## config.mk

```make
export PLATFORM = sky130hd
export DESIGN_NAME = qpsk_deframer
export DESIGN_NICKNAME = d
export VERILOG_FILES = /design/src/rtl/qpsk_deframer.sv
export SDC_FILE = /design/constraint.sdc
export NUM_CORES = 1
export LEC_CHECK = 0
export CAP_MARGIN = 40
export CORE_ASPECT_RATIO = 1.2
export CORE_UTILIZATION = 50
export CTS_BUF_LIST = sky130_fd_sc_hd__clkbuf_2
export DETAILED_ROUTE_END_ITERATION = 8
export PLACE_DENSITY = 0.71
export SLEW_MARGIN = 25
export SYNTH_ARGS = -nofsm -noshare
export SYNTH_HDL_FRONTEND = slang
export SYNTH_SLANG_ARGS = --single-unit
```

## constraint.sdc

```tcl
create_clock -name clk -period 5.72 [get_ports clk]
set_input_delay 0.858 -clock clk [delete_from_list [all_inputs] [get_ports clk]]
set_output_delay 0.858 -clock clk [all_outputs]
set_load 0.01 [all_outputs]
```

## src/rtl/qpsk_deframer.sv

```systemverilog
// qpsk_deframer: receive-side frame parser behind qpsk_demodulator.
// Hunts for SYNC_WORD in the 2-bit symbol stream (LSB pair first), reads a
// length byte, re-assembles payload bytes and reports frame status.
// Build option: define QPSK_DEFRAMER_CHK_EN to expect and verify a trailing
// XOR checksum byte; without it frames end after the last payload byte and
// frame_err_o is tied low.
module qpsk_deframer #(
    parameter logic [15:0] SYNC_WORD = 16'hD391,
    parameter int unsigned SYNC_SYMS = 8
) (
    input  logic       clk,
    input  logic       rst,
    input  logic [1:0] data_i,
    input  logic       sym_valid_i,
    output logic [7:0] byte_o,
    output logic       byte_valid_o,
    output logic       sof_o,
    output logic       eof_o,
    output logic [7:0] len_o,
    output logic       locked_o,
    output logic       frame_ok_o,
    output logic       frame_err_o
);

    localparam logic [3:0] LP_SYNC_SYMS = 4'(SYNC_SYMS);

`ifdef QPSK_DEFRAMER_CHK_EN
    typedef enum logic [1:0] {
        ST_HUNT,
        ST_LEN,
        ST_PAYLOAD,
        ST_CHK
    } state_t;
`else
    typedef enum logic [1:0] {
        ST_HUNT,
        ST_LEN,
        ST_PAYLOAD
    } state_t;
`endif

    // Registered state
    state_t      r_state;
    logic [13:0] r_sr_hist;   // last 7 symbols; older bits can never be compared again
    logic [3:0]  r_hunt_cnt;  // valid symbols since entering HUNT, saturating
    logic [1:0]  r_sym_cnt;   // symbol position within the current byte
    logic [7:0]  r_asm;       // partially assembled byte
    logic [7:0]  r_idx;       // payload byte index
    logic [7:0]  r_csum;      // running XOR of payload bytes
    logic [7:0]  r_byte;
    logic        r_bv;
    logic        r_sof;
    logic        r_eof;
    logic [7:0]  r_len;
    logic        r_ok;
    logic        r_err;

    // Next-state values
    state_t      w_state;
    logic [13:0] w_sr_hist;
    logic [3:0]  w_hunt_cnt;
    logic [1:0]  w_sym_cnt;
    logic [7:0]  w_asm;
    logic [7:0]  w_idx;
    logic [7:0]  w_csum;
    logic [7:0]  w_byte;
    logic        w_bv;
    logic        w_sof;
    logic        w_eof;
    logic [7:0]  w_len;
    logic        w_ok;
    logic        w_err;

    // Helpers
    logic [15:0] w_sr_shift;
    logic [7:0]  w_asm_full;
    logic        w_last_sym;
    logic        w_last_byte;

    // Datapath helpers: shifted sync window and byte with the current symbol placed
    always_comb begin
        w_sr_shift  = {data_i, r_sr_hist};
        w_asm_full  = r_asm;
        w_asm_full[{r_sym_cnt, 1'b0} +: 2] = data_i;
        w_last_sym  = (r_sym_cnt == 2'd3);
        w_last_byte = (r_idx == 8'(r_len - 8'd1));
    end

    // Next-state and registered-output logic
    always_comb begin
        w_state    = r_state;
        w_sr_hist  = r_sr_hist;
        w_hunt_cnt = r_hunt_cnt;
        w_sym_cnt  = r_sym_cnt;
        w_asm      = r_asm;
        w_idx      = r_idx;
        w_csum     = r_csum;
        w_byte     = r_byte;
        w_len      = r_len;
        w_bv       = 1'b0;
        w_sof      = 1'b0;
        w_eof      = 1'b0;
        w_ok       = 1'b0;
        w_err      = 1'b0;

        if (sym_valid_i) begin
            case (r_state)
                ST_HUNT: begin
                    w_sr_hist = w_sr_shift[15:2];
                    if (r_hunt_cnt != LP_SYNC_SYMS) begin
                        w_hunt_cnt = r_hunt_cnt + 4'd1;
                    end
                    if ((w_sr_shift == SYNC_WORD) &&
                        (r_hunt_cnt >= (LP_SYNC_SYMS - 4'd1))) begin
                        w_state   = ST_LEN;
                        w_sym_cnt = '0;
                        w_asm     = '0;
                    end
                end

                ST_LEN: begin
                    w_asm     = w_asm_full;
                    w_sym_cnt = r_sym_cnt + 2'd1;
                    if (w_last_sym) begin
                        w_len  = w_asm_full;
                        w_csum = '0;
                        w_idx  = '0;
                        if (w_asm_full != 8'd0) begin
                            w_state = ST_PAYLOAD;
                        end else begin
`ifdef QPSK_DEFRAMER_CHK_EN
                            w_state = ST_CHK;
`else
                            w_ok       = 1'b1;
                            w_state    = ST_HUNT;
                            w_hunt_cnt = '0;
`endif
                        end
                    end
                end

                ST_PAYLOAD: begin
                    w_asm     = w_asm_full;
                    w_sym_cnt = r_sym_cnt + 2'd1;
                    if (w_last_sym) begin
                        w_byte = w_asm_full;
                        w_bv   = 1'b1;
                        w_sof  = (r_idx == 8'd0);
                        w_eof  = w_last_byte;
                        w_csum = r_csum ^ w_asm_full;
                        w_idx  = r_idx + 8'd1;
                        if (w_last_byte) begin
`ifdef QPSK_DEFRAMER_CHK_EN
                            w_state = ST_CHK;
`else
                            w_ok       = 1'b1;
                            w_state    = ST_HUNT;
                            w_hunt_cnt = '0;
`endif
                        end
                    end
                end

`ifdef QPSK_DEFRAMER_CHK_EN
                ST_CHK: begin
                    w_asm     = w_asm_full;
                    w_sym_cnt = r_sym_cnt + 2'd1;
                    if (w_last_sym) begin
                        w_ok       = (w_asm_full == r_csum);
                        w_err      = (w_asm_full != r_csum);
                        w_state    = ST_HUNT;
                        w_hunt_cnt = '0;
                    end
                end
`endif

                default: begin
                    w_state    = ST_HUNT;
                    w_hunt_cnt = '0;
                end
            endcase
        end
    end

    // State and output registers, asynchronously cleared
    always_ff @(posedge clk or posedge rst) begin
        if (rst) begin
            r_state    <= ST_HUNT;
            r_sr_hist  <= '0;
            r_hunt_cnt <= '0;
            r_sym_cnt  <= '0;
            r_asm      <= '0;
            r_idx      <= '0;
            r_csum     <= '0;
            r_byte     <= '0;
            r_bv       <= 1'b0;
            r_sof      <= 1'b0;
            r_eof      <= 1'b0;
            r_len      <= '0;
            r_ok       <= 1'b0;
            r_err      <= 1'b0;
        end else begin
            r_state    <= w_state;
            r_sr_hist  <= w_sr_hist;
            r_hunt_cnt <= w_hunt_cnt;
            r_sym_cnt  <= w_sym_cnt;
            r_asm      <= w_asm;
            r_idx      <= w_idx;
            r_csum     <= w_csum;
            r_byte     <= w_byte;
            r_bv       <= w_bv;
            r_sof      <= w_sof;
            r_eof      <= w_eof;
            r_len      <= w_len;
            r_ok       <= w_ok;
            r_err      <= w_err;
        end
    end

    assign byte_o       = r_byte;
    assign byte_valid_o = r_bv;
    assign sof_o        = r_sof;
    assign eof_o        = r_eof;
    assign len_o        = r_len;
    assign locked_o     = (r_state != ST_HUNT);
    assign frame_ok_o   = r_ok;
    assign frame_err_o  = r_err;

endmodule

```

; ---- Word-level counts from Yosys, hierarchy flattened
; Index checks and enable logic that the tools add are counted.
[totals]
mem_count = 0
romBits = 0
regBits = 58
wordCells = 82
ramBits = 0
latchBits = 0
[op_classes]
div = 0
order_cmp = 1
addsub = 5
bitwise = 0
n_eq_ne = 12
mul = 0
mux = 35
n_reduce_logical = 15
shifts = 2
[op_table]
columns = operator, n
row1 = 8-bit one-hot mux with 2 select lines, 2
row2 = 8-bit 2-to-1 mux, 3
row3 = 4-bit 2-to-1 mux, 5
row4 = 16-bit == test (second input constant), 1
row5 = 1-bit 2-to-1 mux, 14
row6 = 2-bit 2-to-1 mux, 6
row7 = 2-bit != test (second input constant), 6
row8 = 4-bit one-hot mux with 3 select lines, 1
row9 = 3-bit AND reduction, 3
row10 = 8-bit by 1-bit adder with 8-bit output (second input constant), 1
row11 = 8-bit bitwise mux, 1
row12 = 8-bit == test, 1
row13 = 8-bit zero test, 1
row14 = 8-bit nonzero test, 1
row15 = 2-bit by 5-bit variable shift with 8-bit output (first input constant), 1
row16 = 2-bit by 5-bit variable part select with 8-bit output, 1
row17 = 8-bit by 1-bit subtractor with 8-bit output (second input constant), 1
row18 = 2-bit one-hot mux with 3 select lines, 1
row19 = 6-bit AND reduction, 1
row20 = 2-bit nonzero test, 3
row21 = 3-bit negator with 5-bit output, 1
row22 = 5-bit AND reduction, 1
row23 = 4-bit by 1-bit adder with 4-bit output (second input constant), 1
row24 = 2-bit == test (second input constant), 2
row25 = 11 further kinds, 11

; ---- Longest topological paths before layout
[depth]
word_depth = 8
ltp_mapped = 11
mapped_depth_nobuf = 8

; ---- Worst setup path after synthesis
; Ideal clock, no wire load.
[synth_timing]
path_type = register -> register
startpoint = reg r_sym_cnt[0]
endpoint = reg r_hunt_cnt[2]
slack_ns = 3.350
arrival_time_ns = 2.249
stages_incl_launch_ff = 11
setup_time_ns = 0.121
path_buffers = 2
synth_period_minus_slack_ns = 2.370
required_time_ns = 5.599
path_cell_list = dfrtp_1 -> clkbuf_1 -> inv_1 -> ha_1 -> nand2b_1 -> nor4_1 -> a211oi_1 -> nor2b_1 -> buf_1 -> a2111o_1 -> a22o_1
[synth_between]
elab_chain_len = 6
word_cells_on_any_way = 10
[synth_lines]
columns = item, line
row1 = from (decl), 46  ; logic [1:0] r_sym_cnt;
row2 = from (signal assigned), 206  ; r_sym_cnt <= w_sym_cnt;
row3 = 3-bit negator with 5-bit output, 84  ; w_asm_full[{r_sym_cnt, 1'b0} +: 2] = data_i;
row4 = 2-bit by 5-bit variable part select with 8-bit output or 2-bit by 5-bit variable shift with 8-bit output (tied branches), 84
row5 = 8-bit bitwise mux, 84
row6 = 8-bit nonzero test, 128  ; if (w_asm_full != 8'd0) begin
row7 = 2-bit != test (no line), -
row8 = 6-bit AND reduction (no line) *, -
row9 = to (signal assigned), 205  ; r_hunt_cnt <= w_hunt_cnt;
row10 = to (decl), 45  ; logic [3:0] r_hunt_cnt;
; Every way passes the cells marked *; elsewhere a longest branch is shown, timed or not.
; A chain may end at the register's enable or synchronous reset.

; ---- Final worst setup path
[layout_timing]
startpoint = reg r_state[0]
endpoint = out locked_o
[layout_between]
elab_chain_len = 1
[layout_lines]
columns = item, line
row1 = from (decl), 43  ; state_t r_state;
row2 = from (signal assigned), 203  ; r_state <= w_state;
row3 = 2-bit nonzero test, 225  ; assign locked_o = (r_state != ST_HUNT);
row4 = to (decl), 20  ; output logic locked_o,
; No other way between the ends.

==> key figures <==
Placement
  – I/O Buffers: 25
  – Post-Place Cells: 406
  – Hpwl dp: 4.386 mm
  – Placer congestion estimate: 0.8727

Clock tree
  – CTS sink count: 58
  – Hold buffers post-CTS: 0
  – Clock tree root driver cell: clkbuf_2
  – TritonCTS buffer count: 9
  – H-tree depth: 3
  – Worst skew pair latency: 0.49 ns
  – Clock Pin Slew Worst Setup and Hold Paths: 0.17 ns
  – CTS max path bufs: 2
  – Post-CTS Resized: 0
  – TritonCTS clock tree: built
  – Post-CTS Setup Inserts: 0

Logic synthesis
  – Post-synth cell types: 54
  – Synthesis-stage register bit count: 58
  – Ys flop type: dfrtp_1
  – Commonest cells post-synth: dfrtp_1, nand2_1, o21ai_0
  – Cell taking the most area after synthesis: dfrtp_1
  – Simple-gate share of the synthesized area: 0.1801
  – Largest family of logic cells by synthesized area: simple AND/OR/NAND/NOR gates
  – Syn nets: 332
  – Post-synthesis compound-gate area fraction: 0.1649
  – Adder-Cell Fraction of Synth Area: 0.05602
  – Synth area leaders: dfrtp_1, ha_1, mux2_2
  – Syn. warnings: 0
  – Synthesized netlist cell count: 313
  – Top-count cell post-synth: dfrtp_1
  – Post-synth EDFFs: 0
  – Sequential area share after synthesis: 0.4642
  – Synthesized area per cell: 9.990 um2
  – Post-synthesis mux area share: 0.05842
  – XOR/XNOR share of the synthesized area: 0.03361
  – Post-Syn Area: 0.003127 mm2
  – Top-area cell type share of the netlist area: 0.4642
  – Post-synthesis async set-or-reset flop share: 1.000

Worst setup path
  – CP max-delay cell: clkdlybuf4s50_1
  – Worst Path Arrival: 2.01 ns
  – R2r setup slk: 3.17 ns
  – CP bufs+invs: 3
  – Largest delay contributor family on the critical path: buffers and inverters
  – Crit. End Element: primary output
  – Worst path most repeated cell: inv_1
  – Crit start category: flop
  – Setup Crit Path Kind: reg -> out
  – Worst-path fanout max: 6
  – CP Cell Sequence: inv_1 -> ha_1 -> inv_1 -> clkdlybuf4s50_1
  – CP peak stage delay: 0.57 ns
  – CP Data Required Time: 4.86 ns

Drt
  – # DRC: 0
  – Routed vias/inst: 5.587
  – Routed len/inst: 14.73 um
  – Routed vias: 2,352
  – Final ANT Viol Nets: 0
  – DRT Pass-1 Iters: 4
  – Initial DRC Count: 110
  – Drt total wl: 6.203 mm

STA
  – Hold_ws: 0.5027 ns
  – Final worst path period need: 2.871 ns
  – Crit share post-route: 0.5019
  – Achievable clock frequency: 348.3 MHz
  – Worst Skew: 0.02564 ns
  – Setup TNS: 0 ns
  – Slew @ Worst Pin: 0.7214 ns
  – Final hold vios: 0
  – Final setup viols: 0
  – Fin. max-slew vios: 0
  – Unrepaired setup endpoints after global routing: no
  – Slew headroom: 0.5123

Global routing
  – Total track usage: 0.2171
  – Vias in the first global route: 2,254
  – Largest net degree at the start of global routing: 59
  – First-pass GRT wire length: 10.65 mm
  – Grt ovf: 0
  – Initial antenna violation count: 0

Final layout
  – Area growth from synthesis to layout: 13.37%
  – Final nets: 354
  – Antenna diodes: 0
  – Final cell count without fillers: 421
  – Layout cells sized above 1: 0.1032

Floorplanning
  – Rows: 31
  – Io pins: 27
  – Die span in y: 88.63 um
  – Die Area: 0.006575 mm2
  – Core ar.: 0.006051 mm2
  – Initial core utilization: 0.5167
  – Die width: 74.19 um

Min path
  – HP Class: reg -> reg

Pwr
  – Power density over the cells: 383.0 mW/mm2
  – Lkg Pwr: 1.539 nW
  – Worst vdd ir: 0.0002431 V

Status
  – Outcome: completed

Flow run
  – Max Cap Viol: 0
## kinds of logic (layout without fill, tap and decap cells)
kind of cell	Yosys count	after routing
simple gates	109	109
mux	16	16
other cells	1	1
fa+ha+maj	14	14
compound gates	72	72
flops	58	58
buf+inv	31	57
xor+xnor	12	12
## sequential cells by signal, summed over array words and instances, names as in the netlist
name,count
byte_o,8
byte_valid_o,1
eof_o,1
frame_ok_o,1
len_o,8
r_asm,8
r_hunt_cnt,4
r_idx,8
r_sr_hist,14
r_state,2
r_sym_cnt,2
sof_o,1
## power breakdown
| part | leakage, nW | total (mW) | internal (mW) | switching, mW |
|---|---|---|---|---|
| registers | 0.770 | 0.579 | 0.497 | 0.0814 |
| clock network | 0.0691 | 0.291 | 0.139 | 0.151 |
| logic | 0.700 | 0.488 | 0.222 | 0.266 |
## layout make-up
class	instances	area [um2]
Inverter	16	60.06
Timing Repair Buffer	26	257.7
Tap cell	82	102.6
Sequential cell	58	1451
Fill cell	552	2506
Multi-Input combinational cell	224	1545
Clock inverter	6	82.58
Clock buffer	9	45.04
## cells in the final DEF (no fill, tap or decap), drive strengths merged, types with 2 or more instances in the layout
cell type and n:
o211ai 3, and3 4, clkbuf 9, a22o 4, clkinvlp 2, a2111o 2
ha 14, or3 3, bufinv 2, mux2 15, a21oi 11, nor4 3
a21o 2, clkinv 2, nand3 14, nand2b 5, nor3 3, dfrtp 58
a211oi 3, nor2b 10, xor2 6, nand2 31, nand4 3, clkdlybuf4s50 25
o2111ai 3, o21ai 26, xnor2 6, o21bai 6, inv 16, nor4b 4
nor2 21, a32o 5
## stage by stage
step	worst slack, ns	utilization	area (um2)	total power, mW
final	2.849	0.5858	3545	1.358
after floorplan	3.350	-	3127	0.9550
after CTS	2.811	0.5858	3545	1.370
after detailed placement	2.648	0.5647	3417	1.076
after global placement	2.720	0.5647	3417	1.060
after global routing	2.743	0.5858	3545	1.463
## worst register-to-register path: cells and delay by family (launching register included)
family / cells / cell delay [ns]
buf+inv: 1 / 0.18
fa+ha+maj: 1 / 0.36
simple gates: 2 / 0.41
compound gates: 4 / 0.97
flops: 1 / 0.54
## metal layers
metal / GRT usage / part of all wire / routed length, um / vias up
met5: 0 / 0 / 0 / -
met4: 0.07867 / 0.012 / 73 / 0
met3: 0.05353 / 0.028 / 172 / 7
met2: 0.3603 / 0.50 / 3108 / 35
met1: 0.2733 / 0.46 / 2848 / 1148
li1: - / - / - / 1162
## final timing paths
kind / from / end / depth (start not counted)
min in group asynchronous: rst / byte_valid_o / 3
min reg2reg: byte_o[2] / byte_o[2] / 2
max reg2reg: r_sym_cnt[0] / r_hunt_cnt[2] / 8
max: r_state[0] / locked_o / 4
max in group asynchronous: rst / r_sr_hist[0] / 3
min: byte_o[2] / byte_o[2] / 2
(Power assumes the default switching activity.)
